<file path="config.mk">
export PLATFORM = sky130hd
export DESIGN_NAME = flag_unit
export DESIGN_NICKNAME = d
export VERILOG_FILES = /design/src/rtl/flag_unit_pkg.sv /design/src/rtl/cond_eval.sv /design/src/rtl/flag_unit.sv
export SDC_FILE = /design/constraint.sdc
export NUM_CORES = 1
export LEC_CHECK = 0
export ABC_AREA = 1
export BUFFER_PORTS_ARGS = -buffer_cell sky130_fd_sc_hd__buf_2
export CORE_UTILIZATION = 30
export DETAILED_ROUTE_END_ITERATION = 8
export HOLD_SLACK_MARGIN = 0.15
export PLACE_DENSITY_LB_ADDON = 0.25
export SLEW_MARGIN = 10
export SYNTH_ARGS = -nofsm -noshare
export SYNTH_HDL_FRONTEND = slang
export SYNTH_HIERARCHICAL = 1
export SYNTH_SLANG_ARGS = --single-unit
</file>
<file path="constraint.sdc">
create_clock -name clk -period 2 [get_ports clk]
set_input_delay 0.4 -clock clk [delete_from_list [all_inputs] [get_ports clk]]
set_output_delay 0.4 -clock clk [all_outputs]
set_load 0.005 [all_outputs]
</file>
<file path="src/rtl/flag_unit_pkg.sv">
// Shared constants for the NZCV flag unit and any unit that evaluates
// instruction condition codes (e.g. a future branch unit).
package flag_unit_pkg;

  localparam int NZCV_W = 4;

  // Flag bit positions, matching the ALU NZCV output order
  localparam int F_N = 3;
  localparam int F_Z = 2;
  localparam int F_C = 1;
  localparam int F_V = 0;

  // Instruction condition field encodings
  localparam logic [3:0] COND_EQ = 4'h0;
  localparam logic [3:0] COND_NE = 4'h1;
  localparam logic [3:0] COND_CS = 4'h2;
  localparam logic [3:0] COND_CC = 4'h3;
  localparam logic [3:0] COND_MI = 4'h4;
  localparam logic [3:0] COND_PL = 4'h5;
  localparam logic [3:0] COND_VS = 4'h6;
  localparam logic [3:0] COND_VC = 4'h7;
  localparam logic [3:0] COND_HI = 4'h8;
  localparam logic [3:0] COND_LS = 4'h9;
  localparam logic [3:0] COND_GE = 4'hA;
  localparam logic [3:0] COND_LT = 4'hB;
  localparam logic [3:0] COND_GT = 4'hC;
  localparam logic [3:0] COND_LE = 4'hD;
  localparam logic [3:0] COND_AL = 4'hE;
  localparam logic [3:0] COND_NV = 4'hF;

endpackage

</file>
<file path="src/rtl/cond_eval.sv">
// Pure combinational condition-code evaluator: (cond, nzcv) -> pass.
module cond_eval
  import flag_unit_pkg::*;
(
  input  logic [3:0]        i_cond,
  input  logic [NZCV_W-1:0] i_nzcv,
  output logic              o_pass
);

  logic w_n;
  logic w_z;
  logic w_c;
  logic w_v;

  assign w_n = i_nzcv[F_N];
  assign w_z = i_nzcv[F_Z];
  assign w_c = i_nzcv[F_C];
  assign w_v = i_nzcv[F_V];

  // Decode the condition field against the supplied flags
  always_comb begin
    o_pass = 1'b0;
    case (i_cond)
      COND_EQ: o_pass = w_z;
      COND_NE: o_pass = ~w_z;
      COND_CS: o_pass = w_c;
      COND_CC: o_pass = ~w_c;
      COND_MI: o_pass = w_n;
      COND_PL: o_pass = ~w_n;
      COND_VS: o_pass = w_v;
      COND_VC: o_pass = ~w_v;
      COND_HI: o_pass = w_c & ~w_z;
      COND_LS: o_pass = ~w_c | w_z;
      COND_GE: o_pass = (w_n == w_v);
      COND_LT: o_pass = (w_n != w_v);
      COND_GT: o_pass = ~w_z & (w_n == w_v);
      COND_LE: o_pass = w_z | (w_n != w_v);
      COND_AL: o_pass = 1'b1;
      COND_NV: o_pass = 1'b0;
      default: o_pass = 1'b0;
    endcase
  end

endmodule

</file>
<file path="src/rtl/flag_unit.sv">
// Architectural NZCV flag register with condition evaluation and a small
// save/restore stack for exception entry/return.
module flag_unit
  import flag_unit_pkg::*;
#(
  parameter int unsigned       DEPTH     = 4,
  parameter logic [NZCV_W-1:0] RST_FLAGS = 4'b0000
) (
  input  logic              clk,
  input  logic              rst_n,
  input  logic [NZCV_W-1:0] alu_nzcv,
  input  logic              flag_we,
  input  logic              msr_we,
  input  logic [NZCV_W-1:0] msr_data,
  input  logic              push,
  input  logic              pop,
  input  logic              err_clr,
  input  logic [3:0]        cond,
  input  logic              cond_valid,
  output logic [NZCV_W-1:0] nzcv_q,
  output logic              c_out,
  output logic              v_out,
  output logic              cond_pass,
  output logic              exec_en_q,
  output logic              stack_full,
  output logic              stack_empty,
  output logic              stack_err
);

  localparam int unsigned PTR_W = $clog2(DEPTH);
  localparam int unsigned CNT_W = $clog2(DEPTH + 1);
  localparam logic [CNT_W-1:0] L_DEPTH = CNT_W'(DEPTH);

  logic [NZCV_W-1:0] r_nzcv;
  logic [NZCV_W-1:0] r_mem [DEPTH];
  logic [CNT_W-1:0]  r_count;
  logic              r_err;
  logic              r_exec;

  logic              w_full;
  logic              w_empty;
  logic              w_push_ok;
  logic              w_pop_ok;
  logic              w_err_evt;
  logic [PTR_W-1:0]  w_wr_idx;
  logic [PTR_W-1:0]  w_top_idx;
  logic [NZCV_W-1:0] w_nzcv_nxt;
  logic              w_pass;

  assign w_full    = (r_count == L_DEPTH);
  assign w_empty   = (r_count == '0);
  assign w_push_ok = push & ~pop & ~w_full;
  assign w_pop_ok  = pop & ~push & ~w_empty;
  assign w_err_evt = (push & pop) | (push & ~pop & w_full) | (pop & ~push & w_empty);

  // Low bits suffice: a write only happens below DEPTH, and a read only
  // above zero, where count-1 wraps correctly within PTR_W bits.
  assign w_wr_idx  = r_count[PTR_W-1:0];
  assign w_top_idx = r_count[PTR_W-1:0] - PTR_W'(1);

  cond_eval u_cond_eval (
    .i_cond (cond),
    .i_nzcv (r_nzcv),
    .o_pass (w_pass)
  );

  // Flag next-value priority: software write, restore, ALU update, hold
  always_comb begin
    w_nzcv_nxt = r_nzcv;
    if (msr_we) begin
      w_nzcv_nxt = msr_data;
    end else if (w_pop_ok) begin
      w_nzcv_nxt = r_mem[w_top_idx];
    end else if (flag_we) begin
      w_nzcv_nxt = alu_nzcv;
    end
  end

  // Flag register, stack count, sticky error and registered execute enable
  always_ff @(posedge clk or negedge rst_n) begin
    if (!rst_n) begin
      r_nzcv  <= RST_FLAGS;
      r_count <= '0;
      r_err   <= 1'b0;
      r_exec  <= 1'b0;
    end else begin
      r_nzcv <= w_nzcv_nxt;
      r_exec <= cond_valid & w_pass;
      if (w_push_ok) begin
        r_count <= r_count + CNT_W'(1);
      end else if (w_pop_ok) begin
        r_count <= r_count - CNT_W'(1);
      end
      if (w_err_evt) begin
        r_err <= 1'b1;
      end else if (err_clr) begin
        r_err <= 1'b0;
      end
    end
  end

  // Stack storage saves the pre-update flags; contents are not reset
  always_ff @(posedge clk) begin
    if (w_push_ok) begin
      r_mem[w_wr_idx] <= r_nzcv;
    end
  end

  assign nzcv_q      = r_nzcv;
  assign c_out       = r_nzcv[F_C];
  assign v_out       = r_nzcv[F_V];
  assign cond_pass   = w_pass;
  assign exec_en_q   = r_exec;
  assign stack_full  = w_full;
  assign stack_empty = w_empty;
  assign stack_err   = r_err;

endmodule

</file>
== Yosys cells after proc, flatten, opt, wreduce, memory -nomap -nowiden ==
Memories as Yosys holds them, arrays and structs flattened.
Index checks and enable logic that the tools add are counted.

* Input bits: 20
* Register bits after elaboration: 9
* Output and inout port bits: 11
* Memories: 1
* Memory bits (writable): 16

{| class="wikitable"
|+ Memories
! name !! depth !! bits a word !! read ports !! clocked after Yosys merged registers in !! write ports !! RTL line !! RTL
|-
| r_mem || 4 || 4 || 1 || 0 || 1 || flag_unit.sv:35 || <nowiki>logic [NZCV_W-1:0] r_mem [DEPTH];</nowiki>
|}

* Reduce and logical (&&, ||, !) cells: 5
* Bitwise gates (word level): 22
* Add/subtract/negate cells: 3
* Muxes and demuxes: 10
* Equality and inequality tests: 18

{| class="wikitable"
|+ Operators with widths
! operator !! number
|-
| $eq 4x4->1 const B || 8
|-
| $eq 4x3->1 const B || 4
|-
| $pmux 1 s16 || 1
|-
| $mux 4 || 3
|-
| $and 1x1->1 || 10
|-
| $eq 4x2->1 const B || 2
|-
| $not 1->1 || 8
|-
| $mux 3 || 2
|-
| $eq 4x1->1 const B || 1
|-
| $logic_not 4->1 || 1
|-
| $mux 1 || 4
|-
| $or 1x1->1 || 4
|-
| $reduce_bool 2->1 || 2
|-
| $add 3x1->3 const B || 1
|-
| $eq 3x3->1 const B || 1
|-
| $logic_not 3->1 || 1
|-
| $reduce_bool 3->1 || 1
|-
| $sub 3x1->3 const B || 1
|-
| $sub 2x1->2 const B || 1
|-
| $eq 1x1->1 || 1
|-
| $ne 1x1->1 || 1
|}

== Logic depth before layout (Yosys ltp) ==
* Word-level depth: 6
* Depth in mapped cells: 12
* Gate-level depth less buffers: 12

== Hierarchy ==
The synthesis kept the hierarchy.

{| class="wikitable"
|+ Modules (own cells, without submodules)
! module !! cells each !! seq. area each (um2) !! area each (um2) !! times used
|-
| flag_unit || 129 || 705.7 || 1257.5 || 1
|-
| cond_eval || 45 || 0.0 || 205.2 || 1
|}

== Worst setup path before layout ==
No wires, ideal clock.

* Path type: register to register
* Start point: register r_count[0]
* End point: register r_count[2]
* Clock period less this slack: 1.852 ns
* Data arrival time: 1.730 ns
* Stages on the path, launching flop included: 11
* Library setup time: 0.121 ns
* Path slack: 0.148 ns
* Path through: dfrtp_1 -> buf_4 -> inv_4 -> ha_1 -> nand2_1 -> nand3_2 -> fa_1 -> inv_1 -> nand2_1 -> o211ai_1 -> nand2_1

* Word-level cells in the longest chain between the ends: 4
* Elaborated cells on any way between the ends: 11
* Those cells by class: 2 x add/sub; 1 x eq/ne; 2 x mux; 4 x bitwise; 2 x reduce/logical

{| class="wikitable"
|+ RTL lines
! item !! RTL line !! RTL
|-
| start, declared || flag_unit.sv:36 || <nowiki>logic [CNT_W-1:0] r_count;</nowiki>
|-
| start signal, assigned || flag_unit.sv:90 || <nowiki>r_count <= r_count + CNT_W'(1);</nowiki>
|-
| start signal, assigned || flag_unit.sv:92 || <nowiki>r_count <= r_count - CNT_W'(1);</nowiki>
|-
| parallel branches: the longest is 4 deep, another holds $sub 3x1->3 || n/a ||
|}

Several ways; the timed one is not identified. The select of a mux whose other input is x is not followed.
A chain may end at the register's enable or synchronous reset.

== Worst setup path after layout ==
* Start point: register r_nzcv[3] (netlist: nzcv_q[3])
* End point: output cond_pass

* Word-level cells in the longest chain between the ends: 3
* Elaborated cells on any way between the ends: 6
* Those cells by class: 2 x eq/ne; 1 x mux; 3 x bitwise

{| class="wikitable"
|+ RTL lines
! item !! RTL line !! RTL
|-
| start, declared || flag_unit.sv:34 || <nowiki>logic [NZCV_W-1:0] r_nzcv;</nowiki>
|-
| start signal, assigned || flag_unit.sv:87 || <nowiki>r_nzcv <= w_nzcv_nxt;</nowiki>
|-
| $ne 1x1->1 / $eq 1x1->1 (equally long branches) || n/a ||
|-
| $or 1x1->1 / $and 1x1->1 (equally long branches) || cond_eval.sv:37, cond_eval.sv:36 ||
|-
| $pmux 1 s16 * || cond_eval.sv:23 || <nowiki>case (i_cond)</nowiki>
|-
| end, declared || flag_unit.sv:23 || <nowiki>output logic cond_pass,</nowiki>
|}

Mark *: on every way between the ends. The rest lies on a longest branch, timed or not.

==> flow_summary_export.csv <==
group,metric,value,unit
worst_setup_path,crit_type,"flip-flop to output pin",
worst_setup_path,endpoint_kind,"output pin",
finish,area_growth,18.82,%
detailed_routing,dr.first_iter.drc_count,49,
logic_synthesis,seq_area_frac_synth,48.25,%
logic_synthesis,yosysWarnings,6,
logic_synthesis,synth_area_leader_cell,"edfxtp_1",
run,max_cap_viol_count,0,
global_routing,grt_pass1_wl,5002,um
place,dpl_cell_area,1677,um2
logic_synthesis,avgSynthCellArea,8.406,um2
global_routing,grt_pass1_vias,1023,
clock_network,clock_latency,270,ps
sta,fin_crit_sh,91.79,%
pwr,pwr_density_cell,1085,nW/um2
detailed_routing,num_vias,1166,
global_routing,grt.total_usage,12.61,%
hold_path,hold_path_class,"primary input to flip-flop",
sta,timing.fmax,0.5447,GHz
detailed_routing,post_drt_via_cell_ratio,4.433,
place,place_congestion,0.7795,
die,start_util,31.17,%
logic_synthesis,synthCells,174,
clock_network,cts_tree,"yes",
clock_network,path_clk_slew,90,ps
finish,fin_nets,235,
detailed_routing,routedWlPerCell,11.57,um
finish,final_area,1738,um2
worst_setup_path,cp.arrival,1440,ps
place,io_buffers,30,
pwr,seq_power_share,39.1,%
worst_setup_path,worstPathCellList,"inv_2, nand2_1, nand2_1, nand3_1, nand2_1, nand2_1, nand3_1, nand2_1, nand3_2, buf_2",
sta,fin_setup_tns,0,ps
finish,drive_above_1_share,29.19,%
finish,layout.cells.non_filler,263,
logic_synthesis,synth_cell_type_count,23,
die,num_rows,25,
sta,skew,5.442,ps
detailed_routing,drc,0,
pwr,ir_worst_vdd,0.3921,mV
die,die_w,71.83,um
global_routing,grt_start_max_net_pins,16,
die,coreArea,4692,um2
worst_setup_path,crit_path_frequent_cell,"nand2_1",
sta,rsz0062_at_grt,"false",
place,dp.cells,258,
logic_synthesis,synth_area,1463,um2
clock_network,clockBufferDepth,2,
sta,final_max_slew_viol_count,0,
sta,setup_violations,0,
global_routing,antenna_found_initial,0,
logic_synthesis,synthTopCellsByArea,"edfxtp_1 33%, dfrtp_1 15%, nand2_1 14%, inv_1 5.6%, nand3_1 5.5%",
worst_setup_path,start_kind,"flip-flop",
die,dieArea,5159,um2
finish,layout_common_cells,"53 x nand2_1, 30 x buf_2, 21 x inv_1, 16 x nand3_1, 16 x edfxtp_1",
pwr,combPwrFrac,44.7,%
clock_network,cts_made_buffers,3,
pwr,intPower,1.122,mW
die,ios,31,
worst_setup_path,cp_slowest_stage_delay,450,ps
pwr,clkPwrFrac,16.2,%
logic_synthesis,synth_fp_nets,199,
place,hpwl,2353,um
clock_network,cts.sinks,25,
logic_synthesis,ys_ff_latch,25,
finish,fillCellCount,503,
clock_network,cts_setup_buffers,0,
finish,final_common_cell,"nand2_1",
sta,fin_crit,1836,ps
logic_synthesis,synth_top_area_share,32.85,%
worst_setup_path,critPathSlowestCell,"dfrtp_2",
global_routing,gr-total-overflow,0,
detailed_routing,first_pass_iters,4,
clock_network,cts_root_buffer,"clkbuf_8",
worst_setup_path,cp_max_fo,5,
worst_setup_path,critPathTopFamily,"simple AND/OR/NAND/NOR gates",
detailed_routing,ant_nets,0,
worst_setup_path,required,1600,ps
sta,final-hold-violation-count,0,
pwr,p_sw,0.7639,mW
worst_setup_path,crit_buf_inv,2,
sta,worstMarginPinSlew,382.3,ps
clock_network,h-tree-depth,1,
pwr,power.static_leakage,0.8462,nW
finish,antenna-diode-count,0,
die,die_h,71.83,um
pwr,p_sw_share,40.50,%
sta,worst_slew_margin_rel,74.42,%
detailed_routing,finalWirelength,3044,um
outcome,status,"finished clean",
==> cell type report <==
cell class	count	area (um2)	share of cell area, %
tap	54	67.56	3.888
clock buffer	3	41.29	2.376
sequential	25	708.2	40.75
inverter	27	103.9	5.976
clock inverter	1	7.507	0.4320
multi-input combinational	117	611.8	35.21
timing repair buffer	36	197.7	11.38
==> cells by family after synthesis <==
group           synth area share, %
simple gates                  26.01
buf+inv                       9.923
flops                         48.25
compound gates                10.44
fa+ha+maj                     4.791
xor+xnor                     0.5989
==> Yosys cell counts <==
master / instances
fa_1: 1
inv_2: 4
nand2_2: 2
dfrtp_1: 9
edfxtp_1: 16
nand3_1: 16
ha_1: 4
buf_6: 1
o21ai_0: 4
inv_1: 22
o21ai_1: 2
o211ai_1: 3
a22oi_1: 4
xor2_1: 1
nand3_2: 2
nand2_1: 53
inv_4: 1
a21oi_2: 5
nor2_1: 10
nor2_2: 5
o22ai_1: 1
a21oi_1: 4
buf_4: 4
==> worst min-delay path, cell delays in order <==
cell     delay [ps]
buf_2            70
nand2_1          40
inv_1            40
==> repair_timing <==
action / 4_1_cts / 5_1_grt
gates resized for setup: 0 / 3
hold buffers: 1 / 0
endpoints found under the hold margin: 9 / 0
endpoints found under the setup margin: 0 / 1
==> flip-flops by register name, indices dropped and copies added (netlist names) <==
| signal | cells |
|---|---|
| r_mem | 16 |
| exec_en_q | 1 |
| stack_err | 1 |
| r_count | 3 |
| nzcv_q | 4 |
==> power groups by stage <==
stage / Sequential, mW / Clock [mW] / Combinational [mW]
2_1_floorplan: 0.751 / 0 / 0.579
3_3_place_gp: 0.747 / 0 / 0.838
3_5_place_dp: 0.749 / 0 / 0.845
4_1_cts: 0.738 / 0.311 / 0.850
5_1_grt: 0.753 / 0.341 / 0.956
6_report: 0.738 / 0.305 / 0.843
==> metrics by stage <==
step	power, mW	setup slack, ps	hold WS [ps]	util (%)
2_1_floorplan	1.330	148.3	104.4	-
3_3_place_gp	1.585	234.8	274.6	35.73
3_5_place_dp	1.594	206.8	275.3	35.73
4_1_cts	1.899	104.4	307.2	36.99
5_1_grt	2.050	2.220	312.8	37.04
6_report	1.886	164.2	309.5	37.04
==> per-layer routing <==
metal,part of all wire (%),global-route usage (%),vias to the layer above
met2,46,19.92,24
met5,0,0,-
met4,0.89,3.922,0
met1,51,18.52,510
met3,2.1,0.8439,2
li1,-,-,630
==> worst paths after layout <==
path | startpoint | to | slack [ps] | cells after the start
max reg2reg | r_count[1]$_DFFE_PN0P_ | r_count[2]$_DFFE_PN0P_ | 170 | 9
max in group asynchronous | rst_n | nzcv_q[3]$_DFFE_PN0P_ | 1270 | 2
min in group asynchronous | rst_n | nzcv_q[1]$_DFFE_PN0P_ | 520 | 2
max | nzcv_q[3]$_DFFE_PN0P_ | cond_pass | 160 | 10
min | cond_valid | exec_en_q$_DFF_PN0_ | 310 | 3
min reg2reg | stack_err$_DFFE_PN0P_ | stack_err$_DFFE_PN0P_ | 530 | 2
(Power assumes the default switching activity.)
